--- src/rtl/gpgpu_arb_pkg.sv ---
// Shared types and helpers for the round-robin arbiter slice.
package gpgpu_arb_pkg;

  typedef enum logic [0:0] {
    EMPTY = 1'b0,
    FULL  = 1'b1
  } arb_state_e;

  // Index width that stays at least one bit wide for tiny requester counts.
  function automatic int clog2_min1(input int n);
    int w;
    w = $clog2(n);
    return (w < 1) ? 1 : w;
  endfunction

endpackage

--- src/rtl/gpgpu_rr_pick_first.sv ---
// Combinational rotating lowest-first picker: first set request at or above ptr, wrapping.
module gpgpu_rr_pick_first
  import gpgpu_arb_pkg::*;
#(
  parameter int NUM_REQ   = 8,
  parameter int IDX_WIDTH = clog2_min1(NUM_REQ)
) (
  input  logic [NUM_REQ-1:0]   req_i,
  input  logic [IDX_WIDTH-1:0] ptr_i,
  output logic [NUM_REQ-1:0]   pick_oh_o,
  output logic [IDX_WIDTH-1:0] pick_idx_o,
  output logic                 any_o
);

  logic [2*NUM_REQ-1:0] req_dbl;
  int                   lo;

  assign req_dbl = {req_i, req_i};

  // The doubled vector turns the wrap-around search into a plain window [ptr, ptr+NUM_REQ).
  always_comb begin
    any_o      = 1'b0;
    pick_idx_o = '0;
    pick_oh_o  = '0;
    lo         = int'(ptr_i);
    for (int i = 0; i < 2*NUM_REQ; i++) begin
      if (!any_o && (i >= lo) && (i < lo + NUM_REQ) && req_dbl[i]) begin
        any_o      = 1'b1;
        pick_idx_o = IDX_WIDTH'((i >= NUM_REQ) ? (i - NUM_REQ) : i);
      end
    end
    pick_oh_o[pick_idx_o] = any_o;
  end

endmodule

--- src/rtl/gpgpu_rr_arb_bin.sv ---
// Round-robin arbiter with registered one-hot + binary grant behind a valid/ready stage.
// Optional multi-beat locking enabled by defining GPGPU_RR_ARB_BIN_LOCK_EN.
module gpgpu_rr_arb_bin
  import gpgpu_arb_pkg::*;
#(
  parameter int NUM_REQ   = 8,
  parameter int IDX_WIDTH = clog2_min1(NUM_REQ)
) (
  input  logic                 clk,
  input  logic                 rst,
  input  logic [NUM_REQ-1:0]   req_i,
  output logic                 out_valid_o,
  input  logic                 out_ready_i,
  output logic [NUM_REQ-1:0]   grant_oh_o,
  output logic [IDX_WIDTH-1:0] grant_idx_o
`ifdef GPGPU_RR_ARB_BIN_LOCK_EN
  ,
  input  logic                 lock_i
`endif
);

  arb_state_e           state_q, state_d;
  logic [IDX_WIDTH-1:0] ptr_q, ptr_d;
  logic [NUM_REQ-1:0]   grant_oh_q, grant_oh_d;
  logic [IDX_WIDTH-1:0] grant_idx_q, grant_idx_d;

  logic [NUM_REQ-1:0]   pick_oh;
  logic [IDX_WIDTH-1:0] pick_idx;
  logic                 pick_any;
  logic                 hs, load, lock_hit;

  gpgpu_rr_pick_first #(
    .NUM_REQ   (NUM_REQ),
    .IDX_WIDTH (IDX_WIDTH)
  ) u_pick (
    .req_i      (req_i),
    .ptr_i      (ptr_q),
    .pick_oh_o  (pick_oh),
    .pick_idx_o (pick_idx),
    .any_o      (pick_any)
  );

  assign hs   = (state_q == FULL) & out_ready_i;
  assign load = ((state_q == EMPTY) | hs) & pick_any;

`ifdef GPGPU_RR_ARB_BIN_LOCK_EN
  assign lock_hit = hs & lock_i & req_i[grant_idx_q];
`else
  assign lock_hit = 1'b0;
`endif

  always_comb begin
    state_d     = state_q;
    ptr_d       = ptr_q;
    grant_oh_d  = grant_oh_q;
    grant_idx_d = grant_idx_q;
    if (lock_hit) begin
      // Re-issue the same grant; ptr stays put so fairness resumes after the burst.
      state_d = FULL;
    end else if (load) begin
      state_d     = FULL;
      grant_oh_d  = pick_oh;
      grant_idx_d = pick_idx;
      ptr_d       = (pick_idx == IDX_WIDTH'(NUM_REQ - 1)) ? '0 : pick_idx + 1'b1;
    end else if (hs) begin
      state_d     = EMPTY;
      grant_oh_d  = '0;
      grant_idx_d = '0;
    end
  end

  always_ff @(posedge clk or posedge rst) begin
    if (rst) begin
      state_q     <= EMPTY;
      ptr_q       <= '0;
      grant_oh_q  <= '0;
      grant_idx_q <= '0;
    end else begin
      state_q     <= state_d;
      ptr_q       <= ptr_d;
      grant_oh_q  <= grant_oh_d;
      grant_idx_q <= grant_idx_d;
    end
  end

  assign out_valid_o = (state_q == FULL);
  assign grant_oh_o  = grant_oh_q;
  assign grant_idx_o = grant_idx_q;

endmodule

--- config.mk ---
export PLATFORM = sky130hd
export DESIGN_NAME = gpgpu_rr_arb_bin
export DESIGN_NICKNAME = d
export VERILOG_FILES = /design/src/rtl/gpgpu_arb_pkg.sv /design/src/rtl/gpgpu_rr_pick_first.sv /design/src/rtl/gpgpu_rr_arb_bin.sv
export SDC_FILE = /design/constraint.sdc
export NUM_CORES = 1
export LEC_CHECK = 0
export CAP_MARGIN = 20
export CORE_MARGIN = 2
export CORE_UTILIZATION = 55
export CTS_CLUSTER_DIAMETER = 200
export DETAILED_ROUTE_END_ITERATION = 12
export PLACE_DENSITY = 0.83
export SYNTH_ARGS = -nofsm -noshare
export SYNTH_HDL_FRONTEND = slang
export SYNTH_HIERARCHICAL = 1
export SYNTH_SLANG_ARGS = --single-unit
export TNS_END_PERCENT = 100
--- constraint.sdc ---
create_clock -name clk -period 3.5 [get_ports clk]
set_clock_uncertainty 0.05 [all_clocks]
set_input_delay 0.35 -clock clk [delete_from_list [all_inputs] [get_ports clk]]
set_output_delay 0.35 -clock clk [all_outputs]
set_load 0.05 [all_outputs]
==> flow_metrics.env, run 1 <==
export IMPL_grt_util_all_layers_pct=23.6
export IMPL_period_minus_slack_ns=2.82
export IMPL_ir_drop_mv=0.632
export IMPL_syn_area_mm2=0.00129
export IMPL_yosysTopAreaCell="dfrtp_1"
export IMPL_r2r_cells=8
export IMPL_required_ns=3.63
export IMPL_gr_total_overflow=0
export IMPL_drive_gt1_share_pct=14.4
export IMPL_fin_nets=167
export IMPL_cts_hold_buffers=0
export IMPL_pin_count=23
export IMPL_num_rows=17
export IMPL_yosysSeqAreaShare_pct=29.0
export IMPL_port_buffers=22
export IMPL_cts_sink_count=15
export IMPL_hp_class="input port to asynchronous set/reset pin"
export IMPL_drt_total_wl_um=2970
export IMPL_drc=0
export IMPL_maxSlewViolCount=0
export IMPL_met3WireLength_um=133
export IMPL_hpwl_um=2150
export IMPL_drt_iter0_markers=24
export IMPL_fin_setup_tns_ns=0
export IMPL_chipWidth_um=52.5
export IMPL_dpl_cell_area_mm2=0.00149
export IMPL_ant_nets=0
export IMPL_antenna_found_initial=0
export IMPL_synth_main_ff_cell="dfrtp_1"
export IMPL_path_cells="a2bb2oi_1 -> a221o_1 -> o22ai_1 -> o21a_2 -> a41o_1 -> ha_1 -> ha_1 -> mux2_4"
export IMPL_yosysWarnings=6
export IMPL_relSlewSlack_pct=57.7
export IMPL_cp_max_fo=18
export IMPL_synth_edf_count=0
export IMPL_end_kind="register"
export IMPL_wl_met2_um=1400
export IMPL_rsz0062_at_grt="false"
export IMPL_ys_ff_latch=15
export IMPL_status="completed"
export IMPL_critical_path_buf_inv_count=0
export IMPL_cpPeakStageDelay_ns=0.71
export IMPL_insertion_delay_ns=0.29
export IMPL_worstPathArrival_ns=2.95
export IMPL_power_w=0.00135
export IMPL_cpLargestDelayFamily="compound AO/OA/AOI/OAI gates"
export IMPL_dieArea_mm2=0.00275
export IMPL_whs_ns=0.359
export IMPL_synthArstFlopShare_pct=100
export IMPL_htree_levels=1
export IMPL_ctsResizeCount=0
export IMPL_grt_pass1_vias=1072
export IMPL_clock_root_buffer="clkbuf_4"
export IMPL_instances_no_fill=181
export IMPL_critPathLaunchType="register"
export IMPL_gp_congestion=0.919
export IMPL_post_cts_buffers=0
export IMPL_synth_top_area_share_pct=29.0
export IMPL_antenna_cells=0
export IMPL_setup_violations=0
export IMPL_cpMostUsedCell="ha_1"
export IMPL_core_mm2=0.00221
export IMPL_hold_viol_final=0
export IMPL_clock_path_buffers=2
export IMPL_p_leak_nw=0.669
export IMPL_power_density_mw_per_mm2=890
export IMPL_wl_met1_um=1440
export IMPL_dp_cells=177
export IMPL_syn_nets=148
export IMPL_final_common_cell="clkdlybuf4s50_1"
export IMPL_layout_common_cells="22 x clkdlybuf4s50_1, 15 x dfrtp_1, 14 x o21ai_0"
export IMPL_cts_tree="yes"
export IMPL_min_period_over_period_pct=80.4
export IMPL_post_synth_num_cell_types=57
export IMPL_drv_cap=0
export IMPL_slowest_stage="dfrtp_1"
export IMPL_avgSynthCellArea_um2=9.57
export IMPL_area_growth_synth_to_final_pct=17.5
export IMPL_dr_pass1_iters=4
export IMPL_wl_per_cell_um=16.4
export IMPL_via_count=1183
export IMPL_syn_inst=135
export IMPL_grt_max_degree=19
export IMPL_yosys_top_cells_area="dfrtp_1 29%, mux2i_1 7.0%, a22oi_1 5.8%"
export IMPL_routed_top_layer="met3"
export IMPL_worst_pin_slew_ns=0.633
export IMPL_clkTransAtPathRegs_ns=0.09
export IMPL_cts_buffers=3
export IMPL_path_class="register to register"
export IMPL_vias_per_cell=6.54
export IMPL_grt_first_pass_wirelength_um=4940
export IMPL_fp_dieH_um=52.5
export IMPL_fmax_mhz=355
export IMPL_start_util_pct=58.4
export IMPL_design_area_mm2=0.00152
export IMPL_cp_depth=8
[power by group]
part	internal, W	total, W	leakage (nW)	switching [W]
clock network	0.0000425	0.000101	0.0177	0.0000586
logic	0.000370	0.000887	0.463	0.000518
registers	0.000245	0.000364	0.188	0.000119
total	0.000657	0.00135	0.669	0.000696
[metal layers]
| metal | global-route usage [%] | vias up |
|---|---|---|
| met5 | 0 | - |
| met4 | 1.28 | 0 |
| met3 | 5.43 | 0 |
| met2 | 38.5 | 34 |
| met1 | 33.2 | 586 |
| li1 | - | 563 |
[logic make-up (layout without fill, tap and decap cells)]
family,after synthesis,after routing,share of synthesized area [%]
fa+ha+maj,2,2,1.94
simple gates,39,39,22.8
buf+inv,15,33,6.68
compound gates,52,52,29.0
mux,12,12,10.5
flops,15,15,29.0
[path summary, 6_finish.rpt]
check	from	endpoint	slack [ns]
min in group clk	grant_oh_o[7]$_DFFE_PP0P_	grant_oh_o[7]$_DFFE_PP0P_	0.48
hold / removal	rst	grant_idx_o[2]$_DFFE_PP0P_	0.36
setup reg to reg	ptr_q[2]$_DFFE_PP0P_	ptr_q[2]$_DFFE_PP0P_	0.68
max in group asynchronous	rst	grant_oh_o[2]$_DFFE_PP0P_	2.66
hold reg to reg	grant_oh_o[7]$_DFFE_PP0P_	grant_oh_o[7]$_DFFE_PP0P_	0.48
setup / recovery	ptr_q[2]$_DFFE_PP0P_	ptr_q[2]$_DFFE_PP0P_	0.68
[worst reg2reg max path, delay by kind of cell, from the launching register on]
kind | cells | cell delay (ns)
AOI/OAI and AO/OA | 5 | 1.31
adders and majority gates | 2 | 0.39
DFF | 1 | 0.71
muxes | 1 | 0.25
[layout make-up]
class	instances	area [um^2]
well taps	28	35.0
repair buffers	23	228
inverters	6	22.5
clock buffers	3	22.5
flip-flops and latches	15	375
multi-input cells	105	831
clock inverters	1	5.00
fillers	193	693
[registers in the layout, indices dropped and copies added, names as in the netlist]
signal       flops
grant_idx_o      3
out_valid_o      1
grant_oh_o       8
ptr_q            3
[stage by stage]
| step | utilization (%) | worst slack, ns |
|---|---|---|
| after floorplan | - | 1.16 |
| after global placement | 67.4 | 0.618 |
| after detailed placement | 67.4 | 0.557 |
| after CTS | 68.7 | 0.747 |
| after global routing | 68.7 | 0.521 |
| final | 68.7 | 0.685 |
[Yosys cell counts (2+ instances only)]
library cell	n
inv_1	6
dfrtp_1	15
o21ai_0	14
nand3_1	4
a22oi_1	10
nor2_1	6
a21o_1	2
buf_6	2
o211ai_1	2
nand2_1	4
and2_1	3
a21oi_1	5
a22o_1	2
nor2b_1	2
mux2_4	3
buf_2	2
buf_4	3
mux2i_1	9
nor3_1	2
ha_1	2
Power figures use the tool's default switching activity.
==> run 2, diff against run 1 <==
--- a/config.mk
+++ b/config.mk
@@ -7,10 +7,10 @@
 export LEC_CHECK = 0
 export CAP_MARGIN = 20
 export CORE_MARGIN = 2
-export CORE_UTILIZATION = 55
+export CORE_UTILIZATION = 47
 export CTS_CLUSTER_DIAMETER = 200
 export DETAILED_ROUTE_END_ITERATION = 12
-export PLACE_DENSITY = 0.83
+export PLACE_DENSITY = 0.75
 export SYNTH_ARGS = -nofsm -noshare
 export SYNTH_HDL_FRONTEND = slang
 export SYNTH_HIERARCHICAL = 1
==> constraint.sdc (replaced) <==
create_clock -name clk -period 2.3 [get_ports clk]
set_clock_uncertainty 0.05 [all_clocks]
set_input_delay 0.23 -clock clk [delete_from_list [all_inputs] [get_ports clk]]
set_output_delay 0.23 -clock clk [all_outputs]
set_load 0.05 [all_outputs]
==> flow_metrics.env, run 2 (synthesis results as in run 1) <==
export IMPL_multi_input_area_mm2=0.00102
export IMPL_via_count=1550
export IMPL_cts_buffers=3
export IMPL_start_util_pct=48.1
export IMPL_cpPeakStageDelay_ns=0.47
export IMPL_drt_total_wl_um=5300
export IMPL_fin_setup_tns_ns=-0.655
export IMPL_fillers=172
export IMPL_power_density_mw_per_mm2=1500
export IMPL_worst_pin_slew_ns=0.693
export IMPL_hold_viol_final=0
export IMPL_chipWidth_um=56.4
export IMPL_worstPathArrival_ns=2.62
export IMPL_gr_total_overflow=0
export IMPL_status="complete, but fails checks"
export IMPL_vias_per_cell=6.46
export IMPL_gp_congestion=0.876
export IMPL_fin_util_pct=80.0
export IMPL_r2r_cells=11
export IMPL_p_comb_share_pct=79.0
export IMPL_path_cells="buf_4 -> nand3_1 -> a21oi_1 -> o22ai_2 -> o21a_2 -> a41o_1 -> buf_4 -> buf_4 -> buf_4 -> a22oi_1 -> o21ai_0"
export IMPL_wl_met2_um=2650
export IMPL_critical_path_buf_inv_count=4
export IMPL_layout_setup_ws_ns=-0.190
export IMPL_fin_nets=223
export IMPL_grt_util_all_layers_pct=27.2
export IMPL_relSlewSlack_pct=53.7
export IMPL_p_leak_nw=0.991
export IMPL_hpwl_um=2750
export IMPL_power_switching_w=0.00154
export IMPL_clkPwrFrac_pct=5.2
export IMPL_clock_path_buffers=2
export IMPL_min_period_over_period_pct=108
export IMPL_layout_common_cells="51 x buf_4, 20 x clkdlybuf4s50_1, 12 x dfrtp_1"
export IMPL_antenna_cells=0
export IMPL_drc=0
export IMPL_hp_class="input port to asynchronous set/reset pin"
export IMPL_clkTransAtPathRegs_ns=0.10
export IMPL_internal_power_w=0.00169
export IMPL_cts_sink_count=15
export IMPL_dr_pass1_iters=4
export IMPL_grt_pass1_vias=1423
export IMPL_path_class="register to register"
export IMPL_maxSlewViolCount=0
export IMPL_grt_first_pass_wirelength_um=6820
export IMPL_critPathLaunchType="register"
export IMPL_area_growth_synth_to_final_pct=66.2
export IMPL_setup_violations=9
export IMPL_cpMostUsedCell="buf_4"
export IMPL_drt_iter0_markers=95
export IMPL_htree_levels=1
export IMPL_ir_drop_mv=1.53
export IMPL_p_sw_share_pct=47.8
export IMPL_fmax_mhz=402
export IMPL_clock_root_buffer="clkbuf_4"
export IMPL_period_minus_slack_ns=2.49
export IMPL_cpLargestDelayFamily="compound AO/OA/AOI/OAI gates"
export IMPL_insertion_delay_ns=0.30
export IMPL_seq_power_share_pct=15.8
export IMPL_core_mm2=0.00269
export IMPL_violations="setup timing"
export IMPL_cp_depth=11
export IMPL_wl_per_cell_um=22.1
export IMPL_required_ns=2.43
export IMPL_routed_top_layer="met4"
export IMPL_drive_gt1_share_pct=46.9
export IMPL_ant_nets=0
export IMPL_cp_max_fo=6
export IMPL_largest_reg_flops=8
export IMPL_antenna_found_initial=0
export IMPL_cts_tree="yes"
export IMPL_grt_max_degree=16
export IMPL_final_common_cell="buf_4"
export IMPL_port_buffers=22
export IMPL_fp_dieH_um=56.4
export IMPL_met3WireLength_um=330
export IMPL_seqCellArea_um2=379
export IMPL_rsz0062_at_grt="true"
export IMPL_drv_cap=0
export IMPL_wl_met1_um=2060
export IMPL_end_kind="register"
export IMPL_dieArea_mm2=0.00319
export IMPL_pin_count=23
export IMPL_slowest_stage="dfrtp_2"
export IMPL_num_rows=19
run 2: changes by cell type in the layout (fill, tap and decap cells not counted), moves of 5 or more:
cell	previous run	this run
buf_4	1	51
o21ai_0	14	9
buf_6	0	5
o21ai_1	0	5
run 2: area by class of cell:
cell class | count | area share (%)
multi-input combinational | 106 | 47.3
timing repair buffer | 78 | 30.9
sequential | 15 | 17.6
tap | 31 | 1.81
clock buffer | 3 | 1.05
inverter | 6 | 1.05
clock inverter | 1 | 0.233
run 2: repair_timing:
action | in CTS | in global routing
pin swaps | 5 | 17
hold buffers | 0 | 0
gates cloned | 0 | 1
gates resized for setup | 20 | 30
setup endpoints to repair | 12 | 14
buffers inserted | 11 | 7
run 2: worst paths after layout:
| kind | from | to | slack [ns] |
|---|---|---|---|
| max reg2reg | ptr_q[1]$_DFFE_PP0P_ | grant_idx_o[1]$_DFFE_PP0P_ | -0.19 |
| max | ptr_q[1]$_DFFE_PP0P_ | grant_idx_o[1]$_DFFE_PP0P_ | -0.19 |
| min | rst | grant_idx_o[1]$_DFFE_PP0P_ | 0.24 |
| min in group clk | grant_oh_o[7]$_DFFE_PP0P_ | grant_oh_o[7]$_DFFE_PP0P_ | 0.48 |
| min reg2reg | grant_oh_o[7]$_DFFE_PP0P_ | grant_oh_o[7]$_DFFE_PP0P_ | 0.48 |
| max in group asynchronous | rst | ptr_q[2]$_DFFE_PP0P_ | 1.54 |
run 2: metal layers:
| layer | up-vias | track usage, % |
|---|---|---|
| li1 | 668 | - |
| met2 | 100 | 43.7 |
| met4 | 0 | 12.6 |
| met3 | 24 | 4.38 |
| met5 | - | 0 |
| met1 | 758 | 35.8 |
run 2: power by group through the flow:
| stage | registers, W | clock network, W | logic, W |
|---|---|---|---|
| after global routing | 0.000525 | 0.000177 | 0.00265 |
| after floorplan | 0.000735 | 0 | 0.000861 |
| final | 0.000511 | 0.000168 | 0.00255 |
| after detailed placement | 0.000533 | 0 | 0.00177 |
| after CTS | 0.000505 | 0.000163 | 0.00208 |
| after global placement | 0.000524 | 0 | 0.00172 |
run 2: stage by stage:
step | area (um^2) | hold slack (ns) | total power [W] | setup WS [ns] | std cells
floorplan | 1300 | 0.0815 | 0.00160 | -0.0236 | 135
global placement | 1790 | 0.440 | 0.00225 | -0.310 | 218
detailed placement | 1790 | 0.445 | 0.00230 | -0.330 | 218
CTS | 1980 | 0.276 | 0.00275 | -0.0144 | 233
global route | 2150 | 0.297 | 0.00336 | -0.246 | 240
finish | 2150 | 0.237 | 0.00323 | -0.190 | 240
